--- config.mk ---
export PLATFORM = sky130hd
export DESIGN_NAME = addr_trans_utlb
export DESIGN_NICKNAME = d
export VERILOG_FILES = /design/src/rtl/addr_trans_utlb.sv
export SDC_FILE = /design/constraint.sdc
export NUM_CORES = 1
export LEC_CHECK = 0
export CAP_MARGIN = 20
export CORE_ASPECT_RATIO = 1.25
export CORE_MARGIN = 8
export CORE_UTILIZATION = 30
export DETAILED_ROUTE_END_ITERATION = 8
export MAX_ROUTING_LAYER = met4
export PLACE_DENSITY = 0.52
export SLEW_MARGIN = 20
export SYNTH_ARGS = -nofsm -noshare
export SYNTH_HDL_FRONTEND = slang
export SYNTH_SLANG_ARGS = --single-unit
--- constraint.sdc ---
create_clock -name clk -period 2.7 [get_ports clk]
set_clock_uncertainty 0.1 [all_clocks]
set_input_delay 0.675 -clock clk [delete_from_list [all_inputs] [get_ports clk]]
set_output_delay 0.675 -clock clk [all_outputs]
set_load 0.05 [all_outputs]
--- src/rtl/addr_trans_utlb.sv ---
// Registered virtual-to-physical translation with a small fully associative micro-TLB
// in front of the main TLB; mapped misses take a one-cycle main-TLB walk.
module addr_trans_utlb #(
  parameter int ENTRIES = 4,
  parameter bit TLB     = 1'b1,
  parameter int ASID_W  = 8
) (
  input  logic              clk,
  input  logic              reset,
  input  logic              req_valid,
  output logic              req_ready,
  input  logic [31:0]       req_vaddr,
  input  logic              req_store,
  input  logic [ASID_W-1:0] asid,
  input  logic              flush,
  output logic              resp_valid,
  output logic [31:0]       resp_paddr,
  output logic              resp_excp_refill,
  output logic              resp_excp_invalid,
  output logic              resp_excp_mod,
  output logic              tlb_req,
  output logic [18:0]       tlb_vpn2,
  output logic              tlb_odd_page,
  output logic [ASID_W-1:0] tlb_asid,
  input  logic              tlb_found,
  input  logic              tlb_v,
  input  logic              tlb_d,
  input  logic              tlb_g,
  input  logic [19:0]       tlb_pfn
);

  localparam int PTR_W = $clog2(ENTRIES);
  localparam logic [PTR_W-1:0] LAST_PTR = PTR_W'(ENTRIES - 1);
  localparam logic [0:0] S_IDLE = 1'b0;
  localparam logic [0:0] S_WALK = 1'b1;

  logic [0:0]        state;
  logic [31:0]       walk_vaddr;
  logic              walk_store;
  logic [PTR_W-1:0]  rr_ptr;

  logic [ENTRIES-1:0] ent_valid;
  logic [18:0]        ent_vpn2 [ENTRIES];
  logic               ent_odd  [ENTRIES];
  logic [ASID_W-1:0]  ent_asid [ENTRIES];
  logic               ent_g    [ENTRIES];
  logic [19:0]        ent_pfn  [ENTRIES];
  logic               ent_d    [ENTRIES];

  logic        hit;
  logic [19:0] hit_pfn;
  logic        hit_d;
  logic        unmapped;
  logic        mapped_lookup;
  logic        accept;
  logic        direct;
  logic        do_fill;

  // Entries never duplicate, so at most one of these matches.
  always_comb begin
    hit     = 1'b0;
    hit_pfn = '0;
    hit_d   = 1'b0;
    for (int i = 0; i < ENTRIES; i++) begin
      if (ent_valid[i] && ent_vpn2[i] == req_vaddr[31:13] && ent_odd[i] == req_vaddr[12] &&
          (ent_g[i] || ent_asid[i] == asid)) begin
        hit     = 1'b1;
        hit_pfn = ent_pfn[i];
        hit_d   = ent_d[i];
      end
    end
  end

  assign unmapped      = (req_vaddr[31:30] == 2'b10);
  assign mapped_lookup = !unmapped && (TLB != 1'b0);
  assign req_ready     = (state == S_IDLE);
  assign accept        = req_valid && req_ready;
  // A flush in the accept cycle forces a walk even when an entry matches.
  assign direct        = !mapped_lookup || (hit && !flush);
  assign do_fill       = (state == S_WALK) && tlb_found && tlb_v && !flush;

  assign tlb_req      = (state == S_WALK);
  assign tlb_vpn2     = tlb_req ? walk_vaddr[31:13] : '0;
  assign tlb_odd_page = tlb_req ? walk_vaddr[12] : 1'b0;
  assign tlb_asid     = tlb_req ? asid : '0;

  always_ff @(posedge clk or posedge reset) begin
    if (reset) begin
      state             <= S_IDLE;
      walk_vaddr        <= '0;
      walk_store        <= 1'b0;
      resp_valid        <= 1'b0;
      resp_paddr        <= '0;
      resp_excp_refill  <= 1'b0;
      resp_excp_invalid <= 1'b0;
      resp_excp_mod     <= 1'b0;
    end else begin
      resp_valid <= 1'b0;
      case (state)
        S_IDLE: begin
          if (accept) begin
            if (direct) begin
              resp_valid        <= 1'b1;
              resp_excp_refill  <= 1'b0;
              resp_excp_invalid <= 1'b0;
              resp_excp_mod     <= mapped_lookup && req_store && !hit_d;
              if (unmapped)
                resp_paddr <= req_vaddr & 32'h1FFF_FFFF;
              else if (TLB == 1'b0)
                resp_paddr <= req_vaddr;
              else
                resp_paddr <= {hit_pfn, req_vaddr[11:0]};
            end else begin
              walk_vaddr <= req_vaddr;
              walk_store <= req_store;
              state      <= S_WALK;
            end
          end
        end
        default: begin
          resp_valid        <= 1'b1;
          resp_paddr        <= tlb_found ? {tlb_pfn, walk_vaddr[11:0]} : 32'h0;
          resp_excp_refill  <= !tlb_found;
          resp_excp_invalid <= tlb_found && !tlb_v;
          resp_excp_mod     <= tlb_found && tlb_v && walk_store && !tlb_d;
          state             <= S_IDLE;
        end
      endcase
    end
  end

  always_ff @(posedge clk or posedge reset) begin
    if (reset) begin
      ent_valid <= '0;
      rr_ptr    <= '0;
    end else if (flush) begin
      ent_valid <= '0;
      rr_ptr    <= '0;
    end else if (do_fill) begin
      ent_valid[rr_ptr] <= 1'b1;
      rr_ptr            <= (rr_ptr == LAST_PTR) ? '0 : rr_ptr + 1'b1;
    end
  end

  // Entry payload needs no reset; it is qualified by ent_valid.
  always_ff @(posedge clk) begin
    if (do_fill) begin
      ent_vpn2[rr_ptr] <= walk_vaddr[31:13];
      ent_odd[rr_ptr]  <= walk_vaddr[12];
      ent_asid[rr_ptr] <= asid;
      ent_g[rr_ptr]    <= tlb_g;
      ent_pfn[rr_ptr]  <= tlb_pfn;
      ent_d[rr_ptr]    <= tlb_d;
    end
  end

endmodule

==> flow_summary.ini, run 1 <==
[critical_path]
r2r_slack_ns = -0.26
worstReg2RegStart = ent_vpn2[3][7]
worstPathArrival_ns = 3.30
slowest_delay_ns = 0.49
path_delay_family = simple AND/OR/NAND/NOR gates
r2r-end = walk_vaddr[20]
cp_num_buf_inv = 3
crit_chain = dlygate4sd2_1 -> xor2_1 -> nor4_2 -> nand4_1 -> or4_4 -> a41oi_4 -> buf_6 -> nor2_4 -> and2_4 -> buf_12 -> mux2_4
cp_max_fo = 15
critical-path-slowest-cell = or4_4
reg2reg_depth = 11
startpoint_type = primary input
path_depth = 11
path_class = primary input to flip-flop
worst_ep_required_time_ns = 3.02
cp-end-kind = flip-flop

[clock_network]
cts_htree_levels = 1
cts_tree = yes
clkTransAtPathRegs_ns = 0.06
cts_hold_buf = 0
cts.sinks = 276
clockBufferDepth = 3
cts-buffers-inserted = 27
clkLatencyLatePin_ns = 0.54
root_buffer = clkbuf_16

[die]
die_h_um = 237
coreArea_um2 = 38900
fp.dieW_um = 193
num_rows = 81
io_pins = 135
die-area_um2 = 45800
start_util_pct = 30.2

[pwr]
power_leakage_nw = 6.24
peakVddDrop_mv = 0.358
power_density_nw_per_um2 = 649

[worst_hold_path]
hold_class = primary input to async pin

[cells_and_area]
finish.utilization_pct = 43.8
layout.nets = 1173
drive_gt1_share_pct = 35.9
fin_cells = 1620
fill_cells = 3532
area_delta_synth_final_pct = 45.1

[routing]
antenna_left = 0
met3_length_um = 1360
drcViolationCount = 0
wl_um = 35100
first_iter_violations = 456
dr.pass1.iters = 5
dr.max_layer_used = met4
num_vias = 7756
wire_per_inst_um = 21.7
met1Wirelength_um = 14500
wl_met2_um = 18500
vias_per_cell = 4.79

[place]
gp_congestion = 0.757
dp.final_hpwl_um = 22900
portBuffers = 134
placedCellCount = 1521

[synthesis]
synthCells = 845
synth-simple-area-share_pct = 9.76
synth_mux_area_share_pct = 4.09
synth_area_leaders = edfxtp_1, dfrtp_1, xor2_1
syn_area_per_cell_um2 = 13.9
synth_top_family_by_area = simple AND/OR/NAND/NOR gates
seq_area_frac_synth_pct = 67.3
synth_compound_area_share_pct = 6.94
yosys.area.top_type = edfxtp_1
async_flop_share_pct = 27.5
syn_area_um2 = 11800
ys_seq_elements = 276
yosysMostFrequentCell = edfxtp_1
synth_edf_count = 200
syn_nets = 918
ys_top_cells_by_count = edfxtp_1, nor2_1, dfrtp_1
synth_flop_cell = edfxtp_1
synthAdderAreaFrac_pct = 0.426
synthXorXnorAreaFrac_pct = 8.42
netlist.area_leader.share_pct = 51.1
synth-warning-count = 0
synth_cell_types = 43

[run_status]
violations = setup timing
status = finished, violations left

[job]
maxCapViolCount = 0

[sta]
slew-limit-headroom_pct = 60.8
post-route-min-period_ns = 2.98
finalCritPeriodShare_pct = 110
setup_violations = 69
setup_ws_ns = -0.281
slew_violations = 0
rsz0062_at_grt = true
hold_viol_final = 0
fmax_mhz = 335
tightest_slew_ns = 0.588

[global_routing]
grt_pass1_wl_um = 52800
grt_overflow = 0
antenna_found_initial = 2
grt_max_degree = 40
grt_use_total_pct = 15.7
grt_pass1_vias = 8332
-- worst max path at each step --
stage                   startpoint              to  slack, ns
global route        ent_vpn2[3][7]  walk_vaddr[20]      -0.38
detailed placement   req_vaddr[14]  resp_paddr[26]      -1.28
CTS                 ent_vpn2[1][7]  resp_paddr[14]      -0.27
floorplan            req_vaddr[14]  walk_vaddr[11]      -0.33
finish               req_vaddr[31]  walk_vaddr[20]      -0.28
global placement     req_vaddr[20]  resp_paddr[26]      -1.23
-- placed cells by master, fill, tap and decap left out, types with 12 or more instances in the layout --
master / n
a21oi_1: 16
a21oi_2: 22
a311o_1: 35
and2_1: 34
buf_12: 56
buf_4: 91
buf_6: 29
clkbuf_16: 27
clkdlybuf4s50_1: 76
dfrtp_1: 75
edfxtp_1: 200
mux2_4: 29
nand2_1: 33
nand3_1: 23
nor2_1: 59
nor2_2: 12
nor2_4: 13
xnor2_1: 33
xor2_1: 69
-- kinds of logic after synthesis --
kind of cell,after synthesis
XOR/XNOR,113
AND/OR/NAND/NOR,237
adder cells (fa/ha/maj),4
AO/OA/AOI/OAI,109
flip-flops,276
multiplexers,33
buffers and inverters,73
-- where the power goes --
part | internal, mW | switching, mW
sequential | 4.82 | 0.252
clock | 2.39 | 1.57
combinational | 0.916 | 1.13
total | 8.13 | 2.96
-- timing repair --
action / in CTS / in global routing
cloned: 14 / 0
setup endpoints to repair: 79 / 70
pin swaps: 68 / 55
buffers inserted: 31 / 10
resized for setup: 163 / 106
-- flip-flops by register name, summed over array words and instances, names as in the netlist, 32 cells and up --
signal and count:
ent_asid 32, walk_vaddr 32, ent_pfn 80, resp_paddr 32, ent_vpn2 76
-- per-layer routing --
layer | global-route usage [%] | vias up
met5 | - | -
met4 | 5.11 | 0
met3 | 2.11 | 40
met2 | 27.2 | 181
met1 | 18.6 | 3960
li1 | - | 3575
-- stage by stage --
step	cell area (um2)	total power [mW]	setup TNS (ns)	setup WS, ns	hold WS [ns]
after global routing	17100	11.5	-21.96	-0.381	0.337
after floorplan	11900	6.07	-17.19	-0.334	0.341
after CTS	16800	11.1	-13.56	-0.272	0.316
after global placement	14800	6.91	-77.72	-1.23	0.355
after detailed placement	14800	6.93	-80.07	-1.28	0.366
final	17100	11.1	-14.71	-0.281	0.344
-- final cells by class --
| class | instances | area (um2) | area share (%) |
|---|---|---|---|
| multi-input combinational | 496 | 4110 | 24.1 |
| inverter | 6 | 38.8 | 0.227 |
| tap | 498 | 623 | 3.65 |
| timing repair buffer | 293 | 3440 | 20.2 |
| clock buffer | 41 | 788 | 4.62 |
| antenna | 2 | 5.00 | 0.0293 |
| sequential | 276 | 7910 | 46.4 |
| clock inverter | 8 | 145 | 0.851 |
Power figures use the tool's default switching activity.
==> run 2: changes to the inputs <==
--- a/config.mk
+++ b/config.mk
@@ -9,9 +9,11 @@
 export CORE_ASPECT_RATIO = 1.25
 export CORE_MARGIN = 8
 export CORE_UTILIZATION = 30
+export CTS_CLUSTER_DIAMETER = 50
 export DETAILED_ROUTE_END_ITERATION = 8
 export MAX_ROUTING_LAYER = met4
 export PLACE_DENSITY = 0.52
+export RECOVER_POWER = 100
 export SLEW_MARGIN = 20
 export SYNTH_ARGS = -nofsm -noshare
 export SYNTH_HDL_FRONTEND = slang
==> flow_summary.ini, run 2 (synthesis results as in run 1) <==
[global_routing]
grt_util_met1_pct = 18.4
grt_max_degree = 40
grt_pass1_vias = 8218
grtUsageMet3_pct = 1.98
grt_pass1_wl_um = 51600
grt_use_total_pct = 15.2
grt-busiest-layer = met2
grt_overflow = 0
gr-usage-met2_pct = 26.5
antenna_found_initial = 5

[sta]
slew_violations = 0
setup_violations = 69
finalCritPeriodShare_pct = 110
tightest_slew_ns = 1.30
setup_ws_ns = -0.258
post-route-min-period_ns = 2.96
slew-limit-headroom_pct = 13.0
rsz0062_at_grt = true
hold_viol_final = 0
fmax_mhz = 338

[cells_and_area]
layout.nets = 1161
finalInstanceArea_um2 = 16500
area_delta_synth_final_pct = 39.9
most-common-layout-cells = edfxtp_1, nor2_1, dfrtp_1, buf_4, xor2_1
regMostFlops = ent_pfn
layout.cells.most_common = edfxtp_1
fill_cells = 3638
top_regs = ent_pfn x80, ent_vpn2 x76
drive_gt1_share_pct = 29.5
largest_reg_flops = 80

[pwr]
switching_power_mw = 2.89
p_total_mw = 10.8
internal_power_mw = 7.95
power_density_nw_per_um2 = 659
peakVddDrop_mv = 0.380
p_comb_share_pct = 16.9
clockPowerShare_pct = 36.6
p_sw_share_pct = 26.7
p_seq_share_pct = 46.5
power_leakage_nw = 6.02

[clock_network]
cts.sinks = 276
cts-buffers-inserted = 28
cts_tree = yes
clkLatencyLatePin_ns = 0.54
clkTransAtPathRegs_ns = 0.06
cts_hold_buf = 0
root_buffer = clkbuf_16
cts_htree_levels = 1
clockBufferDepth = 3

[routing]
wl_um = 34100
wire_per_inst_um = 21.2
drcViolationCount = 0
dr.pass1.iters = 4
num_vias = 7607
first_iter_violations = 424
vias_per_cell = 4.72
antenna_left = 0

[die]
die_h_um = 237
num_rows = 81
io_pins = 135
start_util_pct = 30.2
fp.dieW_um = 193
coreArea_um2 = 38900
die-area_um2 = 45800

[worst_hold_path]
hold_class = flip-flop to flip-flop
whs_path_depth = 1

[place]
dp_worst_setup_slack_ns = -1.28
dp.final_hpwl_um = 22900
portBuffers = 134
gp_congestion = 0.757
place_area_um2 = 14800

[critical_path]
path_depth = 13
worst_ep_required_time_ns = 3.02
reg2reg_depth = 11
path_class = primary input to flip-flop
slowest_delay_ns = 0.49
critical-path-slowest-cell = or4_4
path_delay_family = simple AND/OR/NAND/NOR gates
cp-end-kind = flip-flop
cpMostUsedCell = buf_6
cp_num_buf_inv = 5
startpoint_type = primary input
crit_chain = dlygate4sd2_1 -> buf_6 -> buf_6 -> xor2_2 -> nor3_1 -> nand4_1 -> or4_4 -> a41oi_4 -> buf_6 -> nor2_2 -> and2_4 -> buf_12 -> mux2_4
cp_max_fo = 19
worstPathArrival_ns = 3.27

[job]
maxCapViolCount = 0

[run_status]
violations = setup timing
status = finished, violations left
## run 2: power groups by stage
stage | Clock (mW) | Sequential [mW] | Combinational (mW)
after floorplan | 0 | 5.42 | 0.654
after global placement | 0 | 5.12 | 1.79
after detailed placement | 0 | 5.12 | 1.81
after CTS | 4.06 | 5.04 | 1.89
after global routing | 4.21 | 5.07 | 1.94
final | 3.97 | 5.04 | 1.83
## run 2: repair_timing
| action | in CTS | in global routing |
|---|---|---|
| gates cloned | 10 | 1 |
| setup buffers | 22 | 3 |
| pin swaps | 65 | 25 |
| endpoints found under the setup margin | 79 | 70 |
| gates resized for setup | 129 | 55 |
## run 2: per-layer routing
layer  wire [um]  vias up
met1       14300     3840
met4         704        0
met5           0        -
met2       17800      162
li1            -     3561
met3        1230       44
## run 2: worst paths after layout
kind	to	slack, ns	startpoint
worst max-delay path	walk_vaddr[6]	-0.26	req_vaddr[27]
worst min-delay path	ent_valid[1]	0.37	ent_valid[1]
worst max register to register	walk_vaddr[6]	-0.22	ent_vpn2[3][12]
worst min register to register	ent_valid[1]	0.37	ent_valid[1]
max in group asynchronous	walk_vaddr[27]	0.52	reset
min in group asynchronous	resp_paddr[16]	0.47	reset
## run 2: metrics by stage
stage / std cells / util, % / hold WS, ns / TNS, ns
detailed placement: 1521 / 38.0 / 0.366 / -80.07
global route: 1611 / 42.3 / 0.402 / -20.87
CTS: 1605 / 42.4 / 0.327 / -12.45
global placement: 1521 / 38.0 / 0.355 / -77.72
finish: 1611 / 42.3 / 0.371 / -13.30
floorplan: 845 / - / 0.341 / -17.19
## run 2: final cells by class
class                           count  area [um2]  area share (%)
Antenna cell                        3        7.51          0.0456
Clock buffer                       43         850            5.16
Clock inverter                      9         108           0.654
Inverter                            6        28.8           0.175
Multi-Input combinational cell    497        3900            23.7
Sequential cell                   276        7910            48.1
Tap cell                          498         623            3.79
Timing Repair Buffer              279        3020            18.4
==> run 3: changes to the inputs <==
--- a/config.mk
+++ b/config.mk
@@ -10,6 +10,7 @@
 export CORE_MARGIN = 8
 export CORE_UTILIZATION = 30
 export CTS_CLUSTER_DIAMETER = 50
+export CTS_CLUSTER_SIZE = 20
 export DETAILED_ROUTE_END_ITERATION = 8
 export MAX_ROUTING_LAYER = met4
 export PLACE_DENSITY = 0.52
==> flow_summary.ini, run 3 (synthesis results as in run 1) <==
[pwr]
clockPowerShare_pct = 33.9
p_comb_share_pct = 17.9
p_sw_share_pct = 27.9
switching_power_mw = 2.91
power_leakage_nw = 5.95
internal_power_mw = 7.53
power_density_nw_per_um2 = 642
p_seq_share_pct = 48.2
peakVddDrop_mv = 0.420

[critical_path]
worstReg2RegStart = ent_vpn2[3][7]
cp_num_buf_inv = 3
cp_max_fo = 15
worstPathArrival_ns = 3.27
startpoint_type = primary input
r2r_slack_ns = -0.25
slowest_delay_ns = 0.49
r2r-end = walk_store
cp-end-kind = flip-flop
crit_chain = dlygate4sd2_1 -> xor2_1 -> nor4_2 -> nand4_1 -> or4_4 -> a41oi_4 -> buf_6 -> nor2_4 -> and2_4 -> buf_12 -> mux2_4
reg2reg_depth = 11
critical-path-slowest-cell = or4_4
worst_ep_required_time_ns = 2.99
path_delay_family = simple AND/OR/NAND/NOR gates
path_class = primary input to flip-flop

[place]
portBuffers = 134
gp_congestion = 0.757
place_area_um2 = 14800
dp.final_hpwl_um = 22900
dp_worst_setup_slack_ns = -1.28

[run_status]
violations = setup timing
status = finished, violations left

[cells_and_area]
register_area_um2 = 7910
fill_cells = 3643
top_regs = ent_pfn x80, ent_vpn2 x76
finalInstanceArea_um2 = 16300
layout.nets = 1154
most-common-layout-cells = edfxtp_1, nor2_1, buf_4
drive_gt1_share_pct = 30.0
regMostFlops = ent_pfn
layout.cells.most_common = edfxtp_1
area_delta_synth_final_pct = 38.4
multi_input_area_um2 = 3870
largest_reg_flops = 80

[worst_hold_path]
hold_class = flip-flop to flip-flop
whs_path_depth = 1
min_from = ent_valid[1]
worstHoldEndpoint = ent_valid[1]

[clock_network]
cts_hold_buf = 0
clkLatencyLatePin_ns = 0.53
cts_htree_levels = 1
cts-buffers-inserted = 23
clkTransAtPathRegs_ns = 0.07
clockBufferDepth = 3
root_buffer = clkbuf_16
cts.sinks = 276
cts_tree = yes

[routing]
wire_per_inst_um = 21.4
vias_per_cell = 4.74
drcViolationCount = 0
dr.pass1.iters = 4
num_vias = 7576
antenna_left = 0
first_iter_violations = 415
wl_um = 34200

[global_routing]
grt_max_degree = 40
antenna_found_initial = 5
grt_overflow = 0
grt_pass1_wl_um = 51100
grt_pass1_vias = 8139
grt_use_total_pct = 15.1

[sta]
setup_ws_ns = -0.280
rsz0062_at_grt = true
slew-limit-headroom_pct = 14.3
post-route-min-period_ns = 2.98
setup_violations = 68
tightest_slew_ns = 1.29
finalCritPeriodShare_pct = 110
fin_tns_setup_ns = -15.13
slew_violations = 0
fmax_mhz = 336
hold_viol_final = 0

[die]
io_pins = 135
die-area_um2 = 45800
num_rows = 81
start_util_pct = 30.2
fp.dieW_um = 193
die_h_um = 237
coreArea_um2 = 38900

[job]
maxCapViolCount = 0
run 3: cell type report:
type                       count  area share, %
antenna                        3         0.0461
clock inverter                15           1.18
timing repair buffer         278           18.7
inverter                       6          0.177
sequential                   276           48.6
tap                          498           3.83
clock buffer                  26           3.67
multi-input combinational    496           23.8
run 3: through the flow:
step	utilization [%]	instances	power [mW]	hold WS, ns
finish	41.8	1598	10.4	0.377
global route	41.8	1598	10.8	0.404
CTS	41.6	1589	10.5	0.341
detailed placement	38.0	1521	6.93	0.366
global placement	38.0	1521	6.91	0.355
floorplan	-	845	6.07	0.341
run 3: per-layer routing:
metal	up-vias	track usage, %	share of wire, %
met1	3842	18.4	43
li1	3544	-	-
met4	0	4.04	2.0
met2	148	26.1	52
met3	42	1.89	3.2
met5	-	-	0
run 3: timing repair:
item	CTS	global route
pin swaps	37	12
setup endpoints to repair	79	70
setup buffers	20	4
cloned	7	3
gates resized for setup	131	63
hold endpoints to repair	0	0
run 3: power by group through the flow:
stage | clock, mW | combinational [mW] | sequential (mW)
2_1_floorplan | 0 | 0.654 | 5.42
6_report | 3.54 | 1.87 | 5.03
5_1_grt | 3.78 | 1.97 | 5.07
4_1_cts | 3.61 | 1.90 | 5.03
3_5_place_dp | 0 | 1.81 | 5.12
3_3_place_gp | 0 | 1.79 | 5.12
run 3: worst max-delay path by stage:
stage / start / endpoint / slack, ns / cells past startpoint
floorplan: req_vaddr[14] / walk_vaddr[11] / -0.33 / 11
global placement: req_vaddr[20] / resp_paddr[26] / -1.23 / 12
detailed placement: req_vaddr[14] / resp_paddr[26] / -1.28 / 12
CTS: req_vaddr[27] / resp_paddr[27] / -0.25 / 13
global route: ent_vpn2[3][7] / resp_paddr[5] / -0.38 / 12
finish: req_vaddr[31] / walk_store / -0.28 / 11
